### src/rtl/simplecircuit_sequencer.sv
// Test-vector sequencer for a small gate network: drives {A,B,C}, waits a fixed
// settle time, captures {D,E}, checks them against the ideal function and keeps counters.
`timescale 1ns/1ps
module simplecircuit_sequencer #(
   parameter int unsigned SETTLE_CYCLES = 6,
   parameter int unsigned CNT_W         = 8
) (
   input  logic             clk,
   input  logic             rst,
   input  logic             in_valid,
   input  logic [2:0]       in_vec,
   output logic             in_ready,
   output logic             circ_a,
   output logic             circ_b,
   output logic             circ_c,
   input  logic             circ_d,
   input  logic             circ_e,
   output logic             out_valid,
   input  logic             out_ready,
   output logic             out_d,
   output logic             out_e,
   output logic             out_err,
   output logic [CNT_W-1:0] vec_cnt,
   output logic [CNT_W-1:0] err_cnt
);

   localparam int unsigned SC_W = 8;
   localparam logic [SC_W-1:0] SETTLE_LAST = SC_W'(SETTLE_CYCLES - 1);

   typedef enum logic [1:0] {
      IDLE   = 2'd0,
      SETTLE = 2'd1,
      HOLD   = 2'd2
   } state_e;

   state_e            state_q;
   logic [SC_W-1:0]   settle_q;
   logic [2:0]        circ_q;
   logic              ready_q;
   logic              out_valid_q;
   logic              out_d_q;
   logic              out_e_q;
   logic              out_err_q;
   logic [CNT_W-1:0]  vec_cnt_q;
   logic [CNT_W-1:0]  err_cnt_q;

   logic              exp_d_c;
   logic              exp_e_c;
   logic              out_err_d;

   // Ideal network response; case inequality makes X/Z on D/E a mismatch.
   assign exp_d_c   = (circ_q[2] & circ_q[1]) | ~circ_q[0];
   assign exp_e_c   = ~circ_q[0];
   assign out_err_d = ({circ_d, circ_e} !== {exp_d_c, exp_e_c});

   always_ff @(posedge clk) begin
      if (rst) begin
         state_q     <= IDLE;
         settle_q    <= '0;
         circ_q      <= '0;
         ready_q     <= 1'b1;
         out_valid_q <= 1'b0;
         out_d_q     <= 1'b0;
         out_e_q     <= 1'b0;
         out_err_q   <= 1'b0;
         vec_cnt_q   <= '0;
         err_cnt_q   <= '0;
      end else begin
         case (state_q)
            IDLE: begin
               if (in_valid) begin
                  circ_q   <= in_vec;
                  settle_q <= '0;
                  ready_q  <= 1'b0;
                  state_q  <= SETTLE;
               end
            end
            SETTLE: begin
               settle_q <= settle_q + SC_W'(1);
               if (settle_q == SETTLE_LAST) begin
                  out_d_q     <= circ_d;
                  out_e_q     <= circ_e;
                  out_err_q   <= out_err_d;
                  out_valid_q <= 1'b1;
                  vec_cnt_q   <= vec_cnt_q + CNT_W'(1);
                  if (out_err_d && (err_cnt_q != '1)) begin
                     err_cnt_q <= err_cnt_q + CNT_W'(1);
                  end
                  state_q <= HOLD;
               end
            end
            HOLD: begin
               // No bypass to SETTLE: acceptance only happens from IDLE.
               if (out_ready) begin
                  out_valid_q <= 1'b0;
                  ready_q     <= 1'b1;
                  state_q     <= IDLE;
               end
            end
            default: begin
               ready_q <= 1'b1;
               state_q <= IDLE;
            end
         endcase
      end
   end

   assign in_ready  = ready_q;
   assign circ_a    = circ_q[2];
   assign circ_b    = circ_q[1];
   assign circ_c    = circ_q[0];
   assign out_valid = out_valid_q;
   assign out_d     = out_d_q;
   assign out_e     = out_e_q;
   assign out_err   = out_err_q;
   assign vec_cnt   = vec_cnt_q;
   assign err_cnt   = err_cnt_q;

endmodule

### config.mk
export PLATFORM = sky130hd
export DESIGN_NAME = simplecircuit_sequencer
export DESIGN_NICKNAME = d
export VERILOG_FILES = /design/src/rtl/simplecircuit_sequencer.sv
export SDC_FILE = /design/constraint.sdc
export NUM_CORES = 1
export LEC_CHECK = 0
export CORE_MARGIN = 2
export CORE_UTILIZATION = 40
export CTS_CLUSTER_SIZE = 30
export DETAILED_ROUTE_END_ITERATION = 16
export GPL_ROUTABILITY_DRIVEN = 0
export PLACE_DENSITY = 0.67
export SYNTH_ARGS = -nofsm -noshare
export SYNTH_HDL_FRONTEND = slang
export SYNTH_SLANG_ARGS = --single-unit
### constraint.sdc
create_clock -name clk -period 2.5 [get_ports clk]
set_input_delay 0.5 -clock clk [delete_from_list [all_inputs] [get_ports clk]]
set_output_delay 0.5 -clock clk [all_outputs]
set_load 0.05 [all_outputs]
==> results of run 1 <==
==> sequential cells by signal (all words and copies together), names as in the netlist <==
register and count:
out_e 1, vec_cnt 8, circ_q 3, state_q 2, out_valid 1, out_err 1, out_d 1, settle_q 8
in_ready 1, err_cnt 8
==> Yosys cell counts (2+ instances only) <==
master,instances
sky130_fd_sc_hd__or3_1,4
sky130_fd_sc_hd__inv_1,2
sky130_fd_sc_hd__o21ai_0,4
sky130_fd_sc_hd__nand2_1,22
sky130_fd_sc_hd__nor4b_1,2
sky130_fd_sc_hd__a21oi_1,23
sky130_fd_sc_hd__dfxtp_1,34
sky130_fd_sc_hd__o31ai_1,5
sky130_fd_sc_hd__o311ai_0,2
sky130_fd_sc_hd__xor2_1,2
sky130_fd_sc_hd__nand4_1,7
sky130_fd_sc_hd__or4_1,7
sky130_fd_sc_hd__ha_1,4
sky130_fd_sc_hd__mux2_2,3
sky130_fd_sc_hd__nand3_1,5
sky130_fd_sc_hd__nor2b_1,4
sky130_fd_sc_hd__mux2_1,2
sky130_fd_sc_hd__nor3_1,2
sky130_fd_sc_hd__nor4_1,3
sky130_fd_sc_hd__o211ai_1,2
sky130_fd_sc_hd__clkbuf_1,6
sky130_fd_sc_hd__nand2b_1,3
sky130_fd_sc_hd__and3_1,2
sky130_fd_sc_hd__nor2_1,17
sky130_fd_sc_hd__buf_2,2
sky130_fd_sc_hd__or3b_2,2
==> metal layers <==
metal,vias up,track usage
met1,663,0.208
li1,765,-
met4,0,0.0950
met3,2,0.0444
met2,32,0.267
met5,-,0
==> power breakdown <==
part | internal [mW] | switching, mW
Clock | 0.222 | 0.199
Combinational | 0.0360 | 0.0540
Sequential | 0.549 | 0.00837
==> metrics by stage <==
| step | instance area, um2 | hold slack [ns] | setup WS [ns] | power (mW) |
|---|---|---|---|---|
| 2_1_floorplan | 1650 | 0.475 | 0.593 | 0.625 |
| 3_3_place_gp | 2010 | 0.444 | 0.231 | 0.660 |
| 3_5_place_dp | 2010 | 0.447 | 0.186 | 0.660 |
| 4_1_cts | 2100 | 0.456 | 0.394 | 1.09 |
| 5_1_grt | 2100 | 0.490 | 0.329 | 1.11 |
| 6_report | 2100 | 0.458 | 0.397 | 1.07 |
==> placed cells by master, fill, tap and decap left out, drive strengths merged, types with 2 or more instances in the layout <==
cell / Yosys / routed
nand2: 22 / 22
o211ai: 2 / 2
nor2b: 4 / 4
inv: 2 / 2
buf: 3 / 3
clkdlybuf4s50: 0 / 32
clkbuf: 6 / 7
o311ai: 2 / 2
a21oi: 23 / 23
ha: 4 / 4
nand3: 6 / 6
nand4: 7 / 7
or4: 7 / 7
xor2: 2 / 2
or3b: 2 / 2
or3: 4 / 4
nor4b: 2 / 2
nor4: 3 / 3
nand2b: 3 / 3
nor3: 3 / 3
o21ai: 4 / 4
dfxtp: 34 / 34
and3: 2 / 2
mux2: 5 / 5
nor2: 17 / 17
o31ai: 5 / 5
==> logic make-up after synthesis <==
group | synth area share
compound gates | 0.163
xor+xnor | 0.0159
fa+ha+maj | 0.0303
buf+inv | 0.0311
flops | 0.412
mux | 0.0341
simple gates | 0.313
==> path summary, 6_finish.rpt <==
check	start	endpoint	slack, ns	cells past startpoint
hold / removal	out_e	out_e	0.46	2
setup / recovery	vec_cnt[0]	vec_cnt[0]	0.40	1
setup reg to reg	settle_q[0]	err_cnt[2]	0.54	5
hold reg to reg	out_e	out_e	0.46	2
==> layout make-up <==
class / instances / area, um2
clock buffers: 7 / 86.3
clock inverters: 1 / 5.00
fillers: 390 / 1870
inverters: 2 / 7.51
multi-input cells: 145 / 918
flip-flops and latches: 34 / 681
well taps: 50 / 62.6
repair buffers: 35 / 343
==> reports/metrics.yaml, run 1 <==
outcome: "finished clean"
final-instance-count-excl-fill: 274
timing.final.setup_violations: 0
met3WireLength_um: 163
yosysTopAreaCell: "sky130_fd_sc_hd__dfxtp_1"
cts.clk_slew.worst_paths_ns: 0.07
cpMaxStageDelayCell: "sky130_fd_sc_hd__clkdlybuf4s50_1"
synthesis.area_per_instance_um2: 8.69
routed.top_layer: "met4"
clock_skew_ns: 0.00529
timing.setup.tns_ns: 0
synthToLayoutAreaGrowth_pct: 27.4
drt-vias-per-instance: 5.34
yosys_most_used_dff: "sky130_fd_sc_hd__dfxtp_1"
wl_met2_um: 1620
floorplan.die.height_um: 68.2
ys_warn_count: 0
cts.sinks: 34
mappedNetlistNets: 203
h_tree_depth: 2
grt_pass1_wl_um: 5820
number_of_enable_flip_flop_cells_after_synthesis: 0
vias: 1462
timing.setup.critical_path_class: "reg2out"
yosys-top-cells-area: "sky130_fd_sc_hd__dfxtp_1, sky130_fd_sc_hd__a21oi_1, sky130_fd_sc_hd__nand2_1, sky130_fd_sc_hd__nor2_1, sky130_fd_sc_hd__or4_1"
power_per_cell_area_nw_per_um2: 508
fmax_ghz: 0.476
num_antenna_cells: 0
timing.critical_path.slowest_cell_delay_ns: 0.85
fp.dieW_um: 68.2
timing.critical_path.max_delay_family: "buffers and inverters"
post_drt_wl_per_cell_um: 12.8
synthesized_instance_count: 190
cts-root-to-sink-buffers: 2
ordered_cell_list_for_the_critical_path: "clkdlybuf4s50_1"
port_buffers: 32
post_cts_buffers: 0
cts_root_buf: "sky130_fd_sc_hd__clkbuf_8"
timing.max_slew.rel_slack: 0.653
critical_path_buf_inv_count: 1
timing.final.max_slew_violations: 0
final_util: 0.530
cts_inserted_buffers: 5
grt_remaining_overflow: 0
dp_hpwl_um: 2360
detailedRoute.firstPassIterationCount: 4
hold_class: "reg2reg"
power.ir.vdd_worst_mv: 0.247
cts_tree: "yes"
drv.max_cap_violation_count: 0
post_cts_resize_count: 0
max_slew.worst_pin.slew_ns: 0.519
worst_path_arrival_time_ns: 1.60
antenna_found_initial: 0
detail_route.wirelength_um: 3500
power.static_leakage_nw: 0.697
pin_count: 33
netlist_area_um2: 1650
path_max_fanout: 6
floorplan.rows: 23
hold_buffers_post_cts: 0
grt_max_degree: 39
post_route_cells_drive_above_1_share: 0.0982
first_global_vias: 1333
placeableCoreArea_um2: 3970
clock_network_latency_to_the_later_pin_of_the_worst_skew_pair_ns: 0.28
timing.critical_path.to_type: "primary output"
yosysTopAreaCellShare: 0.412
final_hold_viol_count: 0
worstSetupStartpointType: "flop"
floorplan.die_area_um2: 4660
ys_types: 45
route.antenna.remaining_nets: 0
synth_seq_area_share: 0.412
track_usage: 0.169
met1Wirelength_um: 1680
num-nets-final: 236
drcViolationCount: 0
synth_seq_cells: 34
setup_repair_after_global_routing_missed_its_margin: "false"
final.period_utilization: 0.841
placed_cells_incl_taps: 266
floorplan.initialDensity: 0.416
worstPathRequired_ns: 2.00
async_flop_share: 0
detail_route.iter0.violations: 98
post-route-min-period_ns: 2.10
(Power assumes the default switching activity.)
==> run 2: changes to the inputs <==
==> constraint.sdc (replaced) <==
create_clock -name clk -period 2 [get_ports clk]
set_input_delay 0.4 -clock clk [delete_from_list [all_inputs] [get_ports clk]]
set_output_delay 0.4 -clock clk [all_outputs]
set_load 0.05 [all_outputs]
==> run 2 against run 1 <==
Net effect: routed wire length is 2.2% higher; clock power is 12% higher; flip-flop and latch count stayed put; clock-buffer cell count stayed put; first-iteration DRC count is 34% lower; register-to-register slack worse by 0.39 ns; critical path type unchanged; critical endpoint is now err_cnt[4]; largest cell class unchanged; largest power group unchanged.
==> reports/metrics.yaml, run 2 (synthesized netlist as in run 1, its figures left out) <==
fp.dieW_um: 68.2
grt_max_degree: 19
placeableCoreArea_um2: 3970
timing.final.setup_violations: 0
detail_route.iter0.violations: 65
cts-root-to-sink-buffers: 2
floorplan.rows: 23
num-nets-final: 241
max_slew.worst_pin.slew_ns: 0.514
grt_remaining_overflow: 0
pin_count: 33
power.static_leakage_nw: 0.717
vias: 1499
floorplan.die.height_um: 68.2
power.ir.vdd_worst_mv: 0.386
cts_root_buf: "sky130_fd_sc_hd__clkbuf_8"
final_critical_path_setup_slack_ns: 0.0683
final.period_utilization: 0.966
timing.critical_path.to_type: "primary output"
drcViolationCount: 0
total_power_mw: 1.29
outcome: "finished clean"
hold_class: "reg2reg"
detailedRoute.firstPassIterationCount: 4
worst_path_arrival_time_ns: 1.53
path_max_fanout: 6
grt_pass1_wl_um: 6110
most_frequent_standard_cell_in_the_layout_excluding_fill_and_tap_cells: "sky130_fd_sc_hd__dfxtp_1"
worstPathRequired_ns: 1.60
cts_tree: "yes"
drt-vias-per-instance: 5.39
h_tree_depth: 2
final_util: 0.535
port_buffers: 32
post_drt_wl_per_cell_um: 12.9
dpl_worst_slack_ns: -0.263
timing.setup.tns_ns: 0
first_global_vias: 1368
critical_path_buf_inv_count: 1
timing.final.max_slew_violations: 0
timing.critical_path.slowest_cell_delay_ns: 0.84
track_usage: 0.174
timing.max_slew.rel_slack: 0.656
cts_inserted_buffers: 5
power_per_cell_area_nw_per_um2: 607
cts.sinks: 34
cts.clk_slew.worst_paths_ns: 0.07
dp_hpwl_um: 2530
clock_skew_ns: 0.00553
timing.setup.critical_path_class: "reg2out"
layout.cells.most_common_list: "sky130_fd_sc_hd__dfxtp_1, sky130_fd_sc_hd__clkdlybuf4s50_1, sky130_fd_sc_hd__a21oi_1"
setup_repair_after_global_routing_missed_its_margin: "false"
filler_cell_count: 380
worstSetupStartpointType: "flop"
timing.critical_path.max_delay_family: "buffers and inverters"
floorplan.die_area_um2: 4660
synthToLayoutAreaGrowth_pct: 28.7
hold_buffers_post_cts: 0
route.antenna.remaining_nets: 0
num_antenna_cells: 0
post-route-min-period_ns: 1.93
fmax_ghz: 0.518
ordered_cell_list_for_the_critical_path: "clkdlybuf4s50_1"
antenna_found_initial: 0
drv.max_cap_violation_count: 0
final_hold_viol_count: 0
cpMaxStageDelayCell: "sky130_fd_sc_hd__clkdlybuf4s50_1"
floorplan.initialDensity: 0.416
clock_network_latency_to_the_later_pin_of_the_worst_skew_pair_ns: 0.28
post_route_cells_drive_above_1_share: 0.127
detail_route.wirelength_um: 3580
run 2: metrics by stage:
step                instances  hold WS, ns  instance area [um2]
floorplan                 190        0.475                 1650
global placement          271        0.446                 2040
detailed placement        271        0.446                 2040
CTS                       278        0.455                 2120
global route              278        0.487                 2120
finish                    278        0.453                 2120
run 2: final cells by class:
type / count / area, um2 / area share
multi-input cells: 145 / 925 / 0.435
flip-flops and latches: 34 / 681 / 0.320
repair buffers: 40 / 373 / 0.176
clock buffers: 7 / 76.3 / 0.0359
well taps: 50 / 62.6 / 0.0294
inverters: 2 / 7.51 / 0.00353
run 2: layer usage:
metal | vias to the layer above | global-route usage | routed length, um
met4 | 0 | 0.0625 | 45
li1 | 772 | - | -
met5 | - | 0 | 0
met2 | 25 | 0.286 | 1630
met3 | 5 | 0.0428 | 142
met1 | 697 | 0.220 | 1750
run 2: final timing paths:
path / start / endpoint / slack [ns] / cells past startpoint
max: err_cnt[4] / err_cnt[4] / 0.07 / 1
min: out_e / out_e / 0.45 / 2
max reg2reg: settle_q[0] / err_cnt[2] / 0.15 / 5
min reg2reg: out_e / out_e / 0.45 / 2
run 2: repair_timing:
| action | CTS | global route |
|---|---|---|
| resized for setup | 0 | 2 |
| setup endpoints to repair | 0 | 1 |
| buffers inserted | 0 | 0 |
run 2: where the power goes:
group          internal, mW  switching [mW]
clock network         0.240           0.232
logic                0.0494          0.0705
registers             0.687          0.0106
total                 0.976           0.313
==> run 3: changes to the inputs <==
--- a/config.mk
+++ b/config.mk
@@ -11,6 +11,7 @@
 export DETAILED_ROUTE_END_ITERATION = 16
 export GPL_ROUTABILITY_DRIVEN = 0
 export PLACE_DENSITY = 0.67
+export SETUP_SLACK_MARGIN = 0.4
 export SYNTH_ARGS = -nofsm -noshare
 export SYNTH_HDL_FRONTEND = slang
 export SYNTH_SLANG_ARGS = --single-unit
==> constraint.sdc (replaced) <==
create_clock -name clk -period 2.51 [get_ports clk]
set_input_delay 0.502 -clock clk [delete_from_list [all_inputs] [get_ports clk]]
set_output_delay 0.502 -clock clk [all_outputs]
set_load 0.05 [all_outputs]
==> run 3 against run 2 <==
Net effect: cell count down 2.2%; combinational power fell by 25%; clock-buffer cell count shrank 1; hold slack improved by 0.0039 ns; total power fell by 19%; critical path type unchanged; critical endpoint is now err_cnt[3]; largest power group unchanged; highest routed layer unchanged.
==> reports/metrics.yaml, run 3 (synthesized netlist as in run 1, its figures left out) <==
outcome: "finished clean"
post_route_cells_drive_above_1_share: 0.0946
post-route-min-period_ns: 2.03
total_power_mw: 1.04
antenna_found_initial: 0
drv.max_cap_violation_count: 0
grt_max_degree: 39
critical_path_buf_inv_count: 1
post_drt_wl_per_cell_um: 12.3
power.combinational.fraction: 0.087
share_clk_of_total_power: 0.379
grt_remaining_overflow: 0
fmax_ghz: 0.492
hold_buffers_post_cts: 0
cts_root_buf: "sky130_fd_sc_hd__clkbuf_8"
power_per_cell_area_nw_per_um2: 495
pin_count: 33
timing.critical_path.max_delay_family: "buffers and inverters"
hold_class: "reg2reg"
post_cts_resize_count: 0
detail_route.iter0.violations: 97
power.static_leakage_nw: 0.748
post_cts_buffers: 0
port_buffers: 32
timing.final.max_slew_violations: 0
power.sequential.fraction: 0.534
track_usage: 0.164
grt-busiest-layer: "met2"
synthToLayoutAreaGrowth_pct: 27.4
timing.critical_path.slowest_cell_delay_ns: 0.84
layout.cells.most_common_list: "sky130_fd_sc_hd__dfxtp_1, sky130_fd_sc_hd__clkdlybuf4s50_1, sky130_fd_sc_hd__a21oi_1"
drcViolationCount: 0
timing.setup.tns_ns: 0
final_hold_viol_count: 0
timing.max_slew.rel_slack: 0.656
clock_skew_ns: 0.00340
first_global_vias: 1303
worst_path_arrival_time_ns: 1.53
cts_inserted_buffers: 5
route.antenna.remaining_nets: 0
cpMaxStageDelayCell: "sky130_fd_sc_hd__clkdlybuf4s50_1"
vias: 1438
cts.sinks: 34
num-nets-final: 236
placeableCoreArea_um2: 3970
timing.critical_path.to_type: "primary output"
most_frequent_standard_cell_in_the_layout_excluding_fill_and_tap_cells: "sky130_fd_sc_hd__dfxtp_1"
filler_cell_count: 391
final.period_utilization: 0.810
grt_pass1_wl_um: 5720
cts.clk_slew.worst_paths_ns: 0.06
cts-root-to-sink-buffers: 2
p_sw_mw: 0.245
ordered_cell_list_for_the_critical_path: "clkdlybuf4s50_1"
cellInternalPower_mw: 0.795
path_max_fanout: 7
num_antenna_cells: 0
floorplan.die.height_um: 68.2
timing.final.setup_violations: 0
fp.dieW_um: 68.2
floorplan.rows: 23
drt-vias-per-instance: 5.29
dp_hpwl_um: 2300
detailedRoute.firstPassIterationCount: 4
grt_util_met2: 0.257
worstPathRequired_ns: 2.01
power_switching_share: 0.236
max_slew.worst_pin.slew_ns: 0.514
floorplan.die_area_um2: 4660
grt_util_met3: 0.0444
power.ir.vdd_worst_mv: 0.362
floorplan.initialDensity: 0.416
timing.setup.critical_path_class: "reg2out"
setup_repair_after_global_routing_missed_its_margin: "false"
worstSetupStartpointType: "flop"
h_tree_depth: 2
grt_util_met1: 0.218
detail_route.wirelength_um: 3340
clock_network_latency_to_the_later_pin_of_the_worst_skew_pair_ns: 0.28
cts_tree: "yes"
## run 3: power groups by stage
stage                     sequential (mW)  combinational [mW]  clock, mW
after detailed placement            0.567              0.0902          0
after CTS                           0.555              0.0908      0.407
final                               0.555              0.0901      0.394
after global routing                0.556              0.0989      0.429
after global placement              0.567              0.0901          0
after floorplan                     0.581              0.0415          0
## run 3: metrics by stage
| step | util | std cells | worst slack [ns] | hold slack [ns] | instance area, um2 |
|---|---|---|---|---|---|
| finish | 0.529 | 272 | 0.477 | 0.457 | 2100 |
| global route | 0.529 | 272 | 0.424 | 0.482 | 2100 |
| CTS | 0.527 | 272 | 0.401 | 0.457 | 2090 |
| detailed placement | 0.507 | 266 | 0.203 | 0.448 | 2010 |
| global placement | 0.507 | 266 | 0.236 | 0.444 | 2010 |
| floorplan | - | 190 | 0.603 | 0.475 | 1650 |
## run 3: final timing paths
path	startpoint	to	slack [ns]	cells after the start
min reg2reg	out_e	out_e	0.46	2
max reg2reg	settle_q[0]	err_cnt[2]	0.57	5
max	err_cnt[3]	err_cnt[3]	0.48	1
min	out_e	out_e	0.46	2
## run 3: cell type report
type,count,area (um2),area share
well taps,50,62.6,0.0298
inverters,2,7.51,0.00357
repair buffers,35,350,0.167
clock buffers,6,82.6,0.0393
multi-input cells,145,918,0.437
flip-flops and latches,34,681,0.324
## run 3: routing by layer
layer,up-vias,part of all wire
met5,-,0
met4,0,0.0069
met3,4,0.038
met2,27,0.45
met1,646,0.50
li1,761,-
